==> config.mk <==
export PLATFORM = sky130hd
export DESIGN_NAME = output_readout_streamer_flat
export DESIGN_NICKNAME = d
export VERILOG_FILES = /design/src/rtl/output_readout_streamer_if.sv /design/src/rtl/output_readout_streamer.sv /design/src/flat_wrapper.sv
export SDC_FILE = /design/constraint.sdc
export NUM_CORES = 1
export LEC_CHECK = 0
export ABC_AREA = 1
export CAP_MARGIN = 20
export CORE_MARGIN = 2
export CORE_UTILIZATION = 37
export DETAILED_ROUTE_END_ITERATION = 8
export GPL_ROUTABILITY_DRIVEN = 1
export MAX_ROUTING_LAYER = met4
export PLACE_DENSITY_LB_ADDON = 0.05
export SYNTH_ARGS = -nofsm -noshare
export SYNTH_HDL_FRONTEND = slang
export SYNTH_SLANG_ARGS = --single-unit
==> constraint.sdc <==
create_clock -name clk -period 2.52 [get_ports clk]
set_input_delay 0.252 -clock clk [delete_from_list [all_inputs] [get_ports clk]]
set_output_delay 0.252 -clock clk [all_outputs]
set_load 0.005 [all_outputs]
==> src/rtl/output_readout_streamer_if.sv <==
// Output word stream of the readout streamer: valid/ready handshake with last flag.
interface output_readout_streamer_if #(
  parameter int DATA_W = 16
);
  logic              valid;
  logic              ready;
  logic [DATA_W-1:0] data;
  logic              last;

  modport master (output valid, output data, output last, input ready);
  modport slave  (input valid, input data, input last, output ready);
endinterface

==> src/rtl/output_readout_streamer.sv <==
// output_readout_streamer: reads LEN consecutive words from a registered-read
// result memory starting at BASE and streams them with a last flag.
// Optional feature macro: READOUT_RELU_EN (clamp negative words to zero before the FIFO).
module output_readout_streamer #(
  parameter int ADDR_W     = 8,
  parameter int DATA_W     = 16,
  parameter int FIFO_DEPTH = 4
) (
  input  logic                  clk,
  input  logic                  rst,
  input  logic                  start,
  input  logic [ADDR_W-1:0]     base_addr,
  input  logic [ADDR_W:0]       length,
  output logic                  busy,
  output logic                  done,
  output logic [ADDR_W-1:0]     mem_addr,
  input  logic [DATA_W-1:0]     mem_data,
  output_readout_streamer_if.master m
);

  localparam int PTR_W = (FIFO_DEPTH > 1) ? $clog2(FIFO_DEPTH) : 1;
  localparam int CNT_W = $clog2(FIFO_DEPTH + 1);
  localparam int OCC_W = $clog2(FIFO_DEPTH + 4) + 1;
  localparam logic [ADDR_W:0] LEN_MAX = (ADDR_W+1)'(2**ADDR_W);
  localparam logic [ADDR_W:0] LEN_ONE = (ADDR_W+1)'(1);

  typedef enum logic [1:0] {
    S_IDLE,
    S_RUN,
    S_DRAIN
  } state_t;

  state_t              r_state;
  state_t              w_state_nxt;
  logic                w_done_nxt;

  logic [ADDR_W:0]     r_len;
  logic [ADDR_W:0]     r_issued;
  logic [ADDR_W:0]     w_issued_inc;
  logic [ADDR_W:0]     w_len_eff;
  logic [ADDR_W-1:0]   r_mem_addr;
  logic                r_done;

  // Read pipeline: address register stage, then memory data register stage.
  logic                r_a_vld, r_a_last;
  logic                r_d_vld, r_d_last;

  // FIFO storage plus registered output head.
  logic [DATA_W-1:0]   r_q      [FIFO_DEPTH];
  logic                r_q_last [FIFO_DEPTH];
  logic [PTR_W-1:0]    r_wptr, r_rptr;
  logic [CNT_W-1:0]    r_qcnt;
  logic                r_o_vld;
  logic [DATA_W-1:0]   r_o_data;
  logic                r_o_last;

  logic                w_accept;
  logic                w_issue_run;
  logic                w_pop;
  logic                w_push;
  logic                w_load;
  logic                w_credit;
  logic                w_last_pop;
  logic [OCC_W-1:0]    w_occ;
  logic [DATA_W-1:0]   w_push_data;

  function automatic logic [PTR_W-1:0] ptr_inc(input logic [PTR_W-1:0] p);
    return (p == PTR_W'(FIFO_DEPTH - 1)) ? '0 : p + 1'b1;
  endfunction

  assign w_len_eff    = (length > LEN_MAX) ? LEN_MAX : length;
  assign w_issued_inc = r_issued + 1'b1;
  assign w_accept     = (r_state == S_IDLE) && start && (length != '0);
  assign w_pop        = r_o_vld && m.ready;
  assign w_push       = r_d_vld;
  assign w_load       = (r_qcnt != '0) && (!r_o_vld || w_pop);
  assign w_last_pop   = w_pop && r_o_last;

  // The output head register is counted as a FIFO entry, so the credit covers
  // queued words, the head, and both read pipeline stages.
  assign w_occ    = OCC_W'(r_qcnt) + OCC_W'(r_o_vld) + OCC_W'(r_a_vld) + OCC_W'(r_d_vld);
  assign w_credit = (w_occ - OCC_W'(w_pop)) < OCC_W'(FIFO_DEPTH);
  assign w_issue_run = (r_state == S_RUN) && (r_issued < r_len) && w_credit;

`ifdef READOUT_RELU_EN
  assign w_push_data = mem_data[DATA_W-1] ? '0 : mem_data;
`else
  assign w_push_data = mem_data;
`endif

  // State register.
  always_ff @(posedge clk or negedge rst) begin
    if (!rst) r_state <= S_IDLE;
    else      r_state <= w_state_nxt;
  end

  // Next-state and done-pulse decode.
  always_comb begin
    w_state_nxt = r_state;
    w_done_nxt  = 1'b0;
    unique case (r_state)
      S_IDLE: begin
        if (w_accept) w_state_nxt = S_RUN;
      end
      S_RUN: begin
        if ((r_issued == r_len) || (w_issue_run && (w_issued_inc == r_len)))
          w_state_nxt = S_DRAIN;
      end
      S_DRAIN: begin
        if (w_last_pop && (r_qcnt == '0) && !r_a_vld && !r_d_vld) begin
          w_state_nxt = S_IDLE;
          w_done_nxt  = 1'b1;
        end
      end
      default: w_state_nxt = S_IDLE;
    endcase
  end

  // Read issue, pipeline flags, FIFO control and output head.
  always_ff @(posedge clk or negedge rst) begin
    if (!rst) begin
      r_len      <= '0;
      r_issued   <= '0;
      r_mem_addr <= '0;
      r_a_vld    <= 1'b0;
      r_a_last   <= 1'b0;
      r_d_vld    <= 1'b0;
      r_d_last   <= 1'b0;
      r_wptr     <= '0;
      r_rptr     <= '0;
      r_qcnt     <= '0;
      r_o_vld    <= 1'b0;
      r_o_data   <= '0;
      r_o_last   <= 1'b0;
      r_done     <= 1'b0;
    end else begin
      r_done <= w_done_nxt;

      if (w_accept) begin
        r_len      <= w_len_eff;
        r_issued   <= LEN_ONE;
        r_mem_addr <= base_addr;
        r_a_vld    <= 1'b1;
        r_a_last   <= (w_len_eff == LEN_ONE);
      end else if (w_issue_run) begin
        r_issued   <= w_issued_inc;
        r_mem_addr <= r_mem_addr + 1'b1;
        r_a_vld    <= 1'b1;
        r_a_last   <= (w_issued_inc == r_len);
      end else begin
        r_a_vld    <= 1'b0;
        r_a_last   <= 1'b0;
      end

      r_d_vld  <= r_a_vld;
      r_d_last <= r_a_last;

      if (w_push) r_wptr <= ptr_inc(r_wptr);

      if (w_load) begin
        r_rptr   <= ptr_inc(r_rptr);
        r_o_vld  <= 1'b1;
        r_o_data <= r_q[r_rptr];
        r_o_last <= r_q_last[r_rptr];
      end else if (w_pop) begin
        r_o_vld  <= 1'b0;
      end

      unique case ({w_push, w_load})
        2'b10:   r_qcnt <= r_qcnt + 1'b1;
        2'b01:   r_qcnt <= r_qcnt - 1'b1;
        default: r_qcnt <= r_qcnt;
      endcase
    end
  end

  // FIFO storage write; contents are qualified by the pointers and count.
  always_ff @(posedge clk) begin
    if (w_push) begin
      r_q[r_wptr]      <= w_push_data;
      r_q_last[r_wptr] <= r_d_last;
    end
  end

  assign busy     = (r_state != S_IDLE);
  assign done     = r_done;
  assign mem_addr = r_mem_addr;
  assign m.valid  = r_o_vld;
  assign m.data   = r_o_data;
  assign m.last   = r_o_last;

endmodule
==> src/flat_wrapper.sv <==
// flat-port wrapper written by rule: the top's interface ports become plain ports
module output_readout_streamer_flat 
#(
  parameter int ADDR_W     = 8,
  parameter int DATA_W     = 16,
  parameter int FIFO_DEPTH = 4
)
  (clk, rst, start, base_addr, length, busy, done, mem_addr, mem_data, m_valid, m_data, m_last, m_ready);
  output_readout_streamer_if #(.DATA_W(DATA_W)) m_i ();
  input  logic clk;
  input  logic rst;
  input  logic start;
  input  logic [ADDR_W-1:0] base_addr;
  input  logic [ADDR_W:0] length;
  output logic busy;
  output logic done;
  output logic [ADDR_W-1:0] mem_addr;
  input  logic [DATA_W-1:0] mem_data;
  output wire logic [$bits(m_i.valid)-1:0] m_valid;
  output wire logic [$bits(m_i.data)-1:0] m_data;
  output wire logic [$bits(m_i.last)-1:0] m_last;
  input wire logic [$bits(m_i.ready)-1:0] m_ready;
  assign m_valid = m_i.valid;
  assign m_data = m_i.data;
  assign m_last = m_i.last;
  assign m_i.ready = m_ready;
  output_readout_streamer #(.ADDR_W(ADDR_W), .DATA_W(DATA_W), .FIFO_DEPTH(FIFO_DEPTH)) u_core (.clk(clk), .rst(rst), .start(start), .base_addr(base_addr), .length(length), .busy(busy), .done(done), .mem_addr(mem_addr), .mem_data(mem_data), .m(m_i));
endmodule
==> run_results.csv <==
group,metric,value,unit
timing,relSlewSlack,0.509,
global_routing,grtUsageTotal,0.178,
placement,finalWeightedCongestion,0.829,
clock_tree,tritoncts,"done",
global_routing,grt_overflow_total,0,
pwr,vdd.ir_drop.worst,0.602,mV
detailed_routing,drc,0,
setup_path,path_cells,"inv_1, ha_4, fa_2, inv_2, ha_4, nand2_2, o21bai_2, xor2_1, nor2_2, nand2_4, buf_6, o22ai_2, nor2_2",
detailed_routing,vias,4299,
layout,post-route-util,0.481,
clock_tree,htree_num_levels,4,
setup_path,crit_family,"adder cells",
clock_tree,cts-buffers-inserted,17,
logic_synthesis,synthTopCellsByArea,"edfxtp_1 34%, dfrtp_1 24%, nor2_1 7.6%",
timing,worst_hold_slack,0.356,ns
clock_tree,clk_latency,0.42,ns
pwr,p_sw,3.57,mW
outcome,status,"completed",
detailed_routing,ant_nets,0,
clock_tree,clk_pin_slew_worst_paths,0.06,ns
setup_path,cp-start-kind,"register",
die,dieArea,17100,um^2
setup_path,max_stage_delay,0.37,ns
layout,nets,740,
global_routing,grt_first_pass_wirelength,21.9,mm
layout,final_cell_mix,"121 x nor2_1, 72 x nand2_1, 68 x edfxtp_1",
timing,min_period,2.37,ns
die,num_rows,46,
logic_synthesis,yosys_register_bits,126,
setup_path,path_buf_inv,3,
placement,dp_slack,-0.361,ns
global_routing,grt_pass1_vias,4426,
placement,hpwl,9.08,mm
placement,io_buffers,64,
timing,finClkSkew,0.00899,ns
setup_path,path_class,"register to register",
logic_synthesis,postSynthAreaPerCell,10.1,um^2
timing,fin_ws,0.149,ns
die,start_util,0.377,
setup_path,required,2.83,ns
timing,finalHoldViolCount,0,
global_routing,antenna_found_initial,0,
clock_tree,cts_max_path_buffers,2,
layout,fillCellCount,1510,
layout,syn_to_final_growth,27.5,%
logic_synthesis,ys_seq_area_frac,0.587,
logic_synthesis,synth_top_area_share,0.343,
flow_run,maxCapViolations,0,
detailed_routing,viasPerCell,4.74,
setup_path,worstSetupPathDepth,13,
timing,min_period_over_period,0.941,
layout,final_common_cell,"nor2_1",
logic_synthesis,syn_nets,651,
setup_path,cp_max_fo,5,
pwr,p_int,6.19,mW
pwr,p_comb_frac,0.431,
detailed_routing,wl_per_cell,14.9,um
clock_tree,cts.sinks,126,
timing,worstMarginPinSlew,0.736,ns
logic_synthesis,ys_warn_count,0,
timing,max_freq,422,MHz
worst_hold_path,hold_depth,0,
worst_hold_path,min_path_type,"register to register",
setup_path,endpoint_kind,"register",
logic_synthesis,yosysTopAreaCell,"edfxtp_1",
logic_synthesis,synth_area,5950,um^2
layout,n_antenna_cell,0,
clock_tree,root_buffer,"clkbuf_16",
detailed_routing,routed_wirelength,13.5,mm
pwr,p_seq_frac,0.320,
pwr,p_clk_frac,0.250,
die,die_w,131,um
setup_path,slowest_stage,"dfrtp_1",
pwr,power.density,1290,nW/um^2
timing,drv_slew,0,
layout,drive_gt1_frac,0.136,
die,io_pins,65,
timing,rsz0062_at_grt,"no",
placement,place_area,6890,um^2
setup_path,rr_worst_depth,13,
pwr,p_sw_frac,0.366,
setup_path,cp.arrival,2.68,ns
logic_synthesis,synth.distinct_cells,41,
timing,finalSetupViolCount,0,
die,core_region_area,15800,um^2
detailed_routing,first_iter_violations,159,
layout,stdcell_area,7580,um^2
global_routing,grt_max_degree,39,
logic_synthesis,synth_cells,590,
detailed_routing,first_pass_iters,5,
pwr,p_leak,3.13,nW
die,die_y,131,um
per-stage QoR:
stage	setup TNS, ns	cells	power [mW]
after global placement	-4.57	868	7.02
after global routing	0	907	10.6
after CTS	0	907	9.84
final	0	907	9.76
after floorplan	0	590	6.14
after detailed placement	-5.94	868	7.10
cell families after synthesis:
kind of cell | count (synthesis) | share of synthesized area
xor+xnor | 12 | 0.0177
compound gates | 95 | 0.0972
flops | 126 | 0.587
buf+inv | 81 | 0.0572
simple gates | 252 | 0.188
fa+ha+maj | 24 | 0.0530
path summary, 6_finish.rpt:
kind                                      start                  to  slack (ns)
max in group asynchronous                   rst   u_core.r_state[0]        1.36
worst min register to register  u_core.r_a_last     u_core.r_d_last        0.36
worst min-delay path            u_core.r_a_last     u_core.r_d_last        0.36
min in group asynchronous                   rst    u_core.m.data[1]        0.44
worst max-delay path             u_core.r_d_vld  u_core.mem_addr[5]        0.15
worst max register to register   u_core.r_d_vld  u_core.mem_addr[5]        0.15
state kept, by name, summed over array words and instances, names as in the netlist, 2 cells and up:
register         cells
u_core.r_rptr        2
u_core.r_q          64
u_core.mem_addr      8
u_core.r_state       2
u_core.r_len         9
u_core.r_wptr        2
u_core.r_qcnt        3
u_core.r_q_last      4
u_core.r_issued      9
u_core.m.data       16
metal layers:
layer | track usage | share of wire | vias to the layer above
met5 | - | 0 | -
met3 | 0.0366 | 0.032 | 27
met2 | 0.319 | 0.52 | 86
met4 | 0.0814 | 0.028 | 0
met1 | 0.189 | 0.42 | 2034
li1 | - | - | 2152
power groups by stage:
stage / clock, mW / sequential, mW / combinational [mW]
finish: 2.44 / 3.12 / 4.20
floorplan: 0 / 3.16 / 2.97
CTS: 2.48 / 3.13 / 4.23
global placement: 0 / 3.15 / 3.87
detailed placement: 0 / 3.16 / 3.94
global route: 2.57 / 3.20 / 4.79
timing repair:
item / CTS / global route
cloned: 2 / 0
endpoints found under the hold margin: 24 / 0
endpoints found under the setup margin: 10 / 21
gates resized for setup: 2 / 7
hold buffers: 1 / 0
setup buffers: 5 / 0
pin swaps: 3 / 3
synth_stat cells (all sizes together):
cell and instances:
inv 61, nand3b 2, nor4 3, clkbuf 10, o22ai 9, edfxtp 68, ha 22, nand3 31
xor2 10, a21o 1, o21bai 2, a31oi 18, xnor2 2, o21ai 54, nand2 81, fa 2
nor2 128, buf 9, dfrtp 58, nand4 1, clkinv 1, a21oi 11, nor3 6
final cells by class:
cell class	instances	area [um^2]	area share
timing repair buffer	87	840	0.111
multi-input combinational	385	2160	0.285
sequential	126	3490	0.461
tap	216	270	0.0356
clock buffer	23	468	0.0617
clock inverter	8	115	0.0152
inverter	62	233	0.0307
(Power assumes the default switching activity.)
